[src/rtl/pipeline_fetch_if.sv]
// Fetch-stage bus bundle: instruction-memory port, hazard/branch controls
// and the IF/ID register outputs. master = fetch stage, slave = environment.
interface pipeline_fetch_if #(
  parameter int PC_W   = 64,
  parameter int INST_W = 32
);
  logic [PC_W-1:0]   imem_addr;
  logic [INST_W-1:0] imem_rdata;
  logic              stall;
  logic              redirect;
  logic [PC_W-1:0]   redirect_pc;
  logic [PC_W-1:0]   id_pc;
  logic [INST_W-1:0] id_inst;
  logic              id_valid;
  logic              halted;
  logic [31:0]       fetch_count;

  modport master (
    output imem_addr, id_pc, id_inst, id_valid,
    output halted, fetch_count,
    input  imem_rdata, stall, redirect, redirect_pc
  );

  modport slave (
    input  imem_addr, id_pc, id_inst, id_valid,
    input  halted, fetch_count,
    output imem_rdata, stall, redirect, redirect_pc
  );
endinterface

[src/rtl/pipeline_fetch.sv]
// LEGv8 instruction fetch + IF/ID register with stall, redirect and halt.
// Ports: clk, rst_n (async low), bus (pipeline_fetch_if.master).
module pipeline_fetch #(
  parameter int                PC_W       = 64,
  parameter int                INST_W     = 32,
  parameter logic [PC_W-1:0]   RESET_PC   = '0,
  parameter int                IMEM_DEPTH = 256,
  parameter logic [INST_W-1:0] HALT_INST  = 32'hD440_0000
) (
  input logic             clk,
  input logic             rst_n,
  pipeline_fetch_if.master bus
);

  localparam logic [PC_W-1:0] LIMIT = PC_W'(IMEM_DEPTH) << 2;
  localparam logic [PC_W-1:0] ALIGN = ~PC_W'(3);

  typedef enum logic [1:0] {
    BOOT,
    RUN,
    HALT
  } state_e;

  state_e            state_q, state_d;
  logic [PC_W-1:0]   pc_q, pc_d;
  logic [PC_W-1:0]   id_pc_q, id_pc_d;
  logic [INST_W-1:0] id_inst_q, id_inst_d;
  logic              id_valid_q, id_valid_d;
  logic              halted_q, halted_d;
  logic [31:0]       cnt_q, cnt_d;

  logic stop_fetch;
  assign stop_fetch = (bus.imem_rdata == HALT_INST)
                    || (pc_q >= LIMIT);

  always_comb begin
    state_d    = state_q;
    pc_d       = pc_q;
    id_pc_d    = id_pc_q;
    id_inst_d  = id_inst_q;
    id_valid_d = id_valid_q;
    halted_d   = halted_q;
    cnt_d      = cnt_q;
    unique case (state_q)
      BOOT: begin
        state_d    = RUN;
        id_valid_d = 1'b0;
        if (bus.redirect) pc_d = bus.redirect_pc & ALIGN;
      end
      RUN: begin
        if (bus.redirect) begin
          pc_d       = bus.redirect_pc & ALIGN;
          id_valid_d = 1'b0;
          id_inst_d  = '0;
        end else if (bus.stall) begin
          // everything holds
        end else if (stop_fetch) begin
          // halt word is swallowed; PC stays on it
          id_valid_d = 1'b0;
          halted_d   = 1'b1;
          state_d    = HALT;
        end else begin
          id_pc_d    = pc_q;
          id_inst_d  = bus.imem_rdata;
          id_valid_d = 1'b1;
          pc_d       = pc_q + PC_W'(4);
          if (cnt_q != 32'hFFFF_FFFF) cnt_d = cnt_q + 32'd1;
        end
      end
      HALT: begin
        id_valid_d = 1'b0;
        halted_d   = 1'b1;
      end
      default: state_d = BOOT;
    endcase
  end

  always_ff @(posedge clk or negedge rst_n) begin
    if (!rst_n) begin
      state_q    <= BOOT;
      pc_q       <= RESET_PC;
      id_pc_q    <= '0;
      id_inst_q  <= '0;
      id_valid_q <= 1'b0;
      halted_q   <= 1'b0;
      cnt_q      <= '0;
    end else begin
      state_q    <= state_d;
      pc_q       <= pc_d;
      id_pc_q    <= id_pc_d;
      id_inst_q  <= id_inst_d;
      id_valid_q <= id_valid_d;
      halted_q   <= halted_d;
      cnt_q      <= cnt_d;
    end
  end

  assign bus.imem_addr   = pc_q;
  assign bus.id_pc       = id_pc_q;
  assign bus.id_inst     = id_inst_q;
  assign bus.id_valid    = id_valid_q;
  assign bus.halted      = halted_q;
  assign bus.fetch_count = cnt_q;

endmodule
[src/flat_wrapper.sv]
// flat-port wrapper written by rule: the top's interface ports become plain ports
module pipeline_fetch_flat 
#(
  parameter int                PC_W       = 64,
  parameter int                INST_W     = 32,
  parameter logic [PC_W-1:0]   RESET_PC   = '0,
  parameter int                IMEM_DEPTH = 256,
  parameter logic [INST_W-1:0] HALT_INST  = 32'hD440_0000
)
  (clk, rst_n, bus_imem_addr, bus_id_pc, bus_id_inst, bus_id_valid, bus_halted, bus_fetch_count, bus_imem_rdata, bus_stall, bus_redirect, bus_redirect_pc);
  pipeline_fetch_if #(.PC_W(PC_W), .INST_W(INST_W)) bus_i ();
  input logic clk;
  input logic rst_n;
  output wire logic [$bits(bus_i.imem_addr)-1:0] bus_imem_addr;
  output wire logic [$bits(bus_i.id_pc)-1:0] bus_id_pc;
  output wire logic [$bits(bus_i.id_inst)-1:0] bus_id_inst;
  output wire logic [$bits(bus_i.id_valid)-1:0] bus_id_valid;
  output wire logic [$bits(bus_i.halted)-1:0] bus_halted;
  output wire logic [$bits(bus_i.fetch_count)-1:0] bus_fetch_count;
  input wire logic [$bits(bus_i.imem_rdata)-1:0] bus_imem_rdata;
  input wire logic [$bits(bus_i.stall)-1:0] bus_stall;
  input wire logic [$bits(bus_i.redirect)-1:0] bus_redirect;
  input wire logic [$bits(bus_i.redirect_pc)-1:0] bus_redirect_pc;
  assign bus_imem_addr = bus_i.imem_addr;
  assign bus_id_pc = bus_i.id_pc;
  assign bus_id_inst = bus_i.id_inst;
  assign bus_id_valid = bus_i.id_valid;
  assign bus_halted = bus_i.halted;
  assign bus_fetch_count = bus_i.fetch_count;
  assign bus_i.imem_rdata = bus_imem_rdata;
  assign bus_i.stall = bus_stall;
  assign bus_i.redirect = bus_redirect;
  assign bus_i.redirect_pc = bus_redirect_pc;
  pipeline_fetch #(.PC_W(PC_W), .INST_W(INST_W), .RESET_PC(RESET_PC), .IMEM_DEPTH(IMEM_DEPTH), .HALT_INST(HALT_INST)) u_core (.clk(clk), .rst_n(rst_n), .bus(bus_i));
endmodule
[config.mk]
export PLATFORM = sky130hd
export DESIGN_NAME = pipeline_fetch_flat
export DESIGN_NICKNAME = d
export VERILOG_FILES = /design/src/rtl/pipeline_fetch_if.sv /design/src/rtl/pipeline_fetch.sv /design/src/flat_wrapper.sv
export SDC_FILE = /design/constraint.sdc
export NUM_CORES = 1
export LEC_CHECK = 0
export ABC_AREA = 1
export ABC_CLOCK_PERIOD_IN_PS = 1900
export CORE_ASPECT_RATIO = 0.8
export CORE_UTILIZATION = 38
export CTS_CLUSTER_DIAMETER = 120
export CTS_CLUSTER_SIZE = 25
export DETAILED_ROUTE_END_ITERATION = 8
export PLACE_DENSITY_LB_ADDON = 0.1
export SLEW_MARGIN = 20
export SYNTH_ARGS = -nofsm -noshare
export SYNTH_HDL_FRONTEND = slang
export SYNTH_SLANG_ARGS = --single-unit
[constraint.sdc]
create_clock -name clk -period 1.9 [get_ports clk]
set_input_delay 0.38 -clock clk [delete_from_list [all_inputs] [get_ports clk]]
set_output_delay 0.38 -clock clk [all_outputs]
set_load 0.01 [all_outputs]
==> reports/qor.txt <==
outcome: complete, but fails checks
failing checks: negative setup slack
final hold vios: 0
via count: 12210
Slew @ Worst Pin: 517.7 ps
Clock Skew: 15.15 ps
largest net degree at the start of global routing: 58
CTS Buf Count: 17
Post-synth EDFFs: 0
DP HPWL: 31650 µm
RSZ-0062 raised after global routing: true
Hold WC Path Type: reg2reg
Worst-Skew Late Latency: 460 ps
Avg WL per Cell: 17.84 µm
asr flop ratio synth: 100.0%
level count of the clock H-tree: 4
Hold WS: 470.9 ps
Die ar.: 29310 µm²
Yosys cell types: 40
ANT cells: 0
# IOs: 294
Max-slew headroom: 65.48%
Leak: 9.438 nW
critical path peak fanout: 6
Seq cells post-synth: 192
vias in the first global route: 11050
area delta synth->final: 68.25%
Mapped Cells: 1560
CTS tree: yes
Syn Area/Cell: 6.973 µm²
initial core utilization: 38.55%
yosys synthesis warning count: 0
die width: 191.2 µm
CP startpoint kind: flip-flop
Final WS setup: -125.9 ps
DRC errors left: 0
largest family of logic cells by synthesized area: simple AND/OR/NAND/NOR gates
antenna-violating nets left: 0
Final Max Slew Viols: 0
sequential share of the synthesized area: 44.17%
CORE AREA: 28210 µm²
Post-Synth Adder-Cell Area: 0.3451%
GPL Wtd Cong: 0.9593
Pwr Total: 0.008657 W
Design Area, Final: 18300 µm²
mapped cell area: 10880 µm²
Tcrit/Tclk final: 106.6%
Synth Area in Simple Gates: 34.54%
Yosys top cell by area: dfrtp_1
final core occ: 64.87%
Synth Flop Type: dfrtp_1
area share of the largest cell type after synthesis: 44.17%
DP Area: 15720 µm²
final wirelength: 43760 µm
First DRT Iteration DRCs: 933
Avg Vias per Cell: 4.979
Synth Area in XOR/XNOR: 3.623%
fmax: 0.4936 GHz
clock transition at the registers of the reported paths: 80 ps
setup violators final: 176
FILL cells: 2491
nets: 2173
initial antenna violation count: 0
wire length of the first global-routing pass: 63300 µm
total gr overflow: 0
# port buffers: 287
root buffer cell: clkbuf_16
Synth area leaders: dfrtp_1, nand2_1, nor2_1
GRT Overall Usage: 28.29%
Placement Setup Slack: -515.8 ps
Max Cap Viol: 0
Die Ht: 153.3 µm
VDD IR max: 602.8 µV
CP required: 2250 ps
critical path arrival: 2380 ps
pwr dens: 473.0 nW/µm²
Slowest-stage cell, CP: dfrtp_2
crit path cell chain: nor2_1 -> nand2_1 -> nor2_1 -> nand2_1 -> nor2_1 -> buf_4 -> nand3_4 -> nor2_4 -> buf_6 -> buf_12 -> buf_6 -> buf_6 -> nor2_2
Setup Crit Path Kind: reg2reg
clk buf depth: 2
post-synthesis mux area share: 0.3681%
Site Rows: 55
Synth Area in Compound Gates: 7.637%
CP Capture Type: flip-flop
share of layout cells above drive strength 1: 26.98%
DR pass1 iterations: 5
Tmin final: 2026 ps
clock sinks: 192
Largest stage delay, worst path: 460 ps
layout by cell type (no fill, tap or decap), types with 43 or more instances in the layout:
cell,instances
nand2_1,406
clkdlybuf4s50_1,210
inv_1,203
buf_4,186
dfrtp_1,183
nor2_1,177
nor2_2,78
nand2_2,67
dlymetal6s2s_1,48
o21ai_0,43
cell families after synthesis:
family / after synthesis
XOR/XNOR: 45
AO/OA/AOI/OAI: 152
other: 1
adder cells (fa/ha/maj): 3
multiplexers: 4
flip-flops: 192
AND/OR/NAND/NOR: 906
buffers and inverters: 257
what timing repair did:
item | 4_1_cts | 5_1_grt
gates cloned | 6 | 16
pin swaps | 11 | 38
hold buffers | 1 | 0
hold endpoints to repair | 48 | 0
buffers inserted | 14 | 6
gates resized for setup | 101 | 348
setup endpoints to repair | 221 | 243
final timing paths:
check,endpoint,slack (ps),from,depth (start not counted)
worst max-delay path,u_core.bus.id_pc[56],-130,u_core.bus.imem_addr[39],13
worst min-delay path,u_core.bus.id_pc[5],470,u_core.bus.id_pc[5],2
worst max register to register,u_core.bus.id_pc[56],-130,u_core.bus.imem_addr[39],13
worst min register to register,u_core.bus.id_pc[5],470,u_core.bus.id_pc[5],2
max in group asynchronous,u_core.bus.imem_addr[39],790,rst_n,3
min in group asynchronous,u_core.bus.id_inst[8],490,rst_n,2
per-layer routing:
metal	part of all wire, %	GRT usage (%)
met1	48	43.21
met2	44	41.05
met3	7.3	5.809
met4	1.1	5.140
met5	0	0
worst max-delay path, delay by kind of cell (launching register included):
family                 cells  cell delay, ps
buffers and inverters      5             680
and+or+nand+nor            8             800
DFF                        1             460
layout make-up:
cell class                      count  area, µm²  area share [%]
Timing Repair Buffer              536       5568           30.42
Clock inverter                     15      191.4           1.046
Sequential cell                   192       4816           26.31
Multi-Input combinational cell   1114       6013           32.85
Inverter                          209      825.8           4.512
Clock buffer                       17      425.4           2.324
Tap cell                          370      462.9           2.529
cells in the mapped netlist (15+ instances only):
| cell type | n |
|---|---|
| dfrtp_1 | 192 |
| nor2_1 | 271 |
| nand4_1 | 40 |
| o22ai_1 | 27 |
| buf_2 | 15 |
| nor3_1 | 16 |
| o21ai_0 | 73 |
| inv_1 | 204 |
| nand3_1 | 41 |
| o21ai_1 | 30 |
| clkbuf_1 | 23 |
| xnor2_1 | 28 |
| xor2_1 | 17 |
| or2_2 | 22 |
| nand2_1 | 487 |
report_power, final:
part           leakage, nW  switching [W]  total, W  internal [W]
clock network        0.297        0.00192   0.00383       0.00191
logic                 6.87       0.000290  0.000675      0.000384
registers             2.27      0.0000267   0.00415       0.00413
stage by stage:
stage               setup TNS (ps)  instances
floorplan                        0       1563
global placement            -72500       2379
detailed placement          -74380       2379
CTS                          -5062       2431
global route                -30760       2453
finish                      -11250       2453
registers in the layout (all words and copies together) (netlist names):
name                    count
u_core.bus.fetch_count     32
u_core.bus.halted           1
u_core.bus.id_inst         32
u_core.bus.id_pc           62
u_core.bus.id_valid         1
u_core.bus.imem_addr       62
u_core.state_q              2
(Power assumes the default switching activity.)
==> RTL change, RTL diff (config.mk and constraints unchanged) <==
`INST_W` is set to 32 in 3 places; all go to 64.
--- a/src/rtl/pipeline_fetch_if.sv
+++ b/src/rtl/pipeline_fetch_if.sv
@@ -3,5 +3,5 @@
 interface pipeline_fetch_if #(
   parameter int PC_W   = 64,
-  parameter int INST_W = 32
+  parameter int INST_W = 64
 );
   logic [PC_W-1:0]   imem_addr;
--- a/src/rtl/pipeline_fetch.sv
+++ b/src/rtl/pipeline_fetch.sv
@@ -3,5 +3,5 @@
 module pipeline_fetch #(
   parameter int                PC_W       = 64,
-  parameter int                INST_W     = 32,
+  parameter int                INST_W     = 64,
   parameter logic [PC_W-1:0]   RESET_PC   = '0,
   parameter int                IMEM_DEPTH = 256,
--- a/src/flat_wrapper.sv
+++ b/src/flat_wrapper.sv
@@ -3,5 +3,5 @@
 #(
   parameter int                PC_W       = 64,
-  parameter int                INST_W     = 32,
+  parameter int                INST_W     = 64,
   parameter logic [PC_W-1:0]   RESET_PC   = '0,
   parameter int                IMEM_DEPTH = 256,
Interface: changed (resized bus_id_inst and bus_imem_rdata); port bits go from 294 to 358. The function was not compared with the original's and may differ.
==> RTL change against the unedited design <==
- the run still ends with setup timing left
- synthesized area rose by 16%
- critical path type unchanged
- routed wire length rose by 20%
- sequential cell count rose by 32
- setup slack got worse by 0.071 ns
- maximum frequency fell by 3.4%
- critical path depth did not move
- cell area rose by 14%
- first-iteration DRC count rose by 21%
- non-clock buffer count rose by 104
Power is not compared: it rests on default switching activity, and its combinational part moved more than twofold at a synthesized area within 25%.
==> RTL change: results (changes against the unedited design) <==
status=finished, violations left; failing checks=setup timing; Worst-path clk slew=0.11 ns (+0.03 ns); Clock Skew=0.01854 ns (+0.003382 ns); Global Route Usage Sum=29.03% (+0.74 points); post-CTS setup buffers=15 (+1); port bufs=351 (+22%); count of state elements after synthesis=224 (+17%); number of global-route vias before repair=13,350 (+21%); Seq/Total Area, Yosys=44.40% (+0.23 points); Final setup viols=219 (+24%); worst path arrival time=2.50 ns (+0.12 ns); Detail Route met2 WL=22.93 mm (+19%); Post-CTS Resized=166 (+64%); CTS Buf Count=12 (-5); Fillers=2,956 (+19%); final design utilization=63.72% (-1.2 points); top layer in use=met5; met3 GRT Util=5.485% (-0.32 points); non-filler cells, final=2,820 (+15%); Initial DRC Count=1,128 (+21%); gpl congestion=0.9440 (-1.6%); Logic inverters=201 (-3.8%); Area after DPL=18,250 um2 (+16%); first-pass GRT wire length=75.48 mm (+19%); Via Count=14,250 (+17%); clock-cell share of area=1.583% (-1.8 points); CP max-delay cell=dfrtp_1; nets@finish=2,526 (+16%); critical path startpoint=u_core.bus.imem_addr[55]$_DFFE_PN0P_; number of distinct library cells after synthesis=35 (-13%); share of layout cells above drive strength 1=25.47% (-1.5 points); H-tree Lvls=1 (-3); final worst slack=-0.1971 ns (-0.07122 ns); multi-input combinational area share=33.10% (+0.25 points); largest cells by area after synthesis=dfrtp_1, nand2_1, nand3_1; CLK BUF=14 (-3); placed cells=2,739 (+15%); antenna violations before repair=3 (+3)
==> RTL change: cell types whose count changed in the layout (fill, tap and decap cells not counted), sizes merged, moves of 18 or more <==
cell           change
nand3            +211
nand2             +79
clkdlybuf4s50     +47
buf               +46
nor2              -34
dfrtp             +32
o21ai             -30
o22ai             -26
or2               +21
xnor2             -19
dlymetal6s2s      +18
==> RTL change: kinds of logic (layout without fill, tap and decap cells) <==
| group | after synthesis | after routing | synth area share (%) |
|---|---|---|---|
| AND/OR/NAND/NOR | 1186 | 1186 | 40.57 |
| flip-flops | 224 | 224 | 44.40 |
| AO/OA/AOI/OAI | 86 | 86 | 3.518 |
| XOR/XNOR | 33 | 33 | 2.289 |
| buffers and inverters | 268 | 855 | 8.899 |
| adder cells (fa/ha/maj) | 3 | 3 | 0.2973 |
| other | 1 | 6 | 0.02970 |
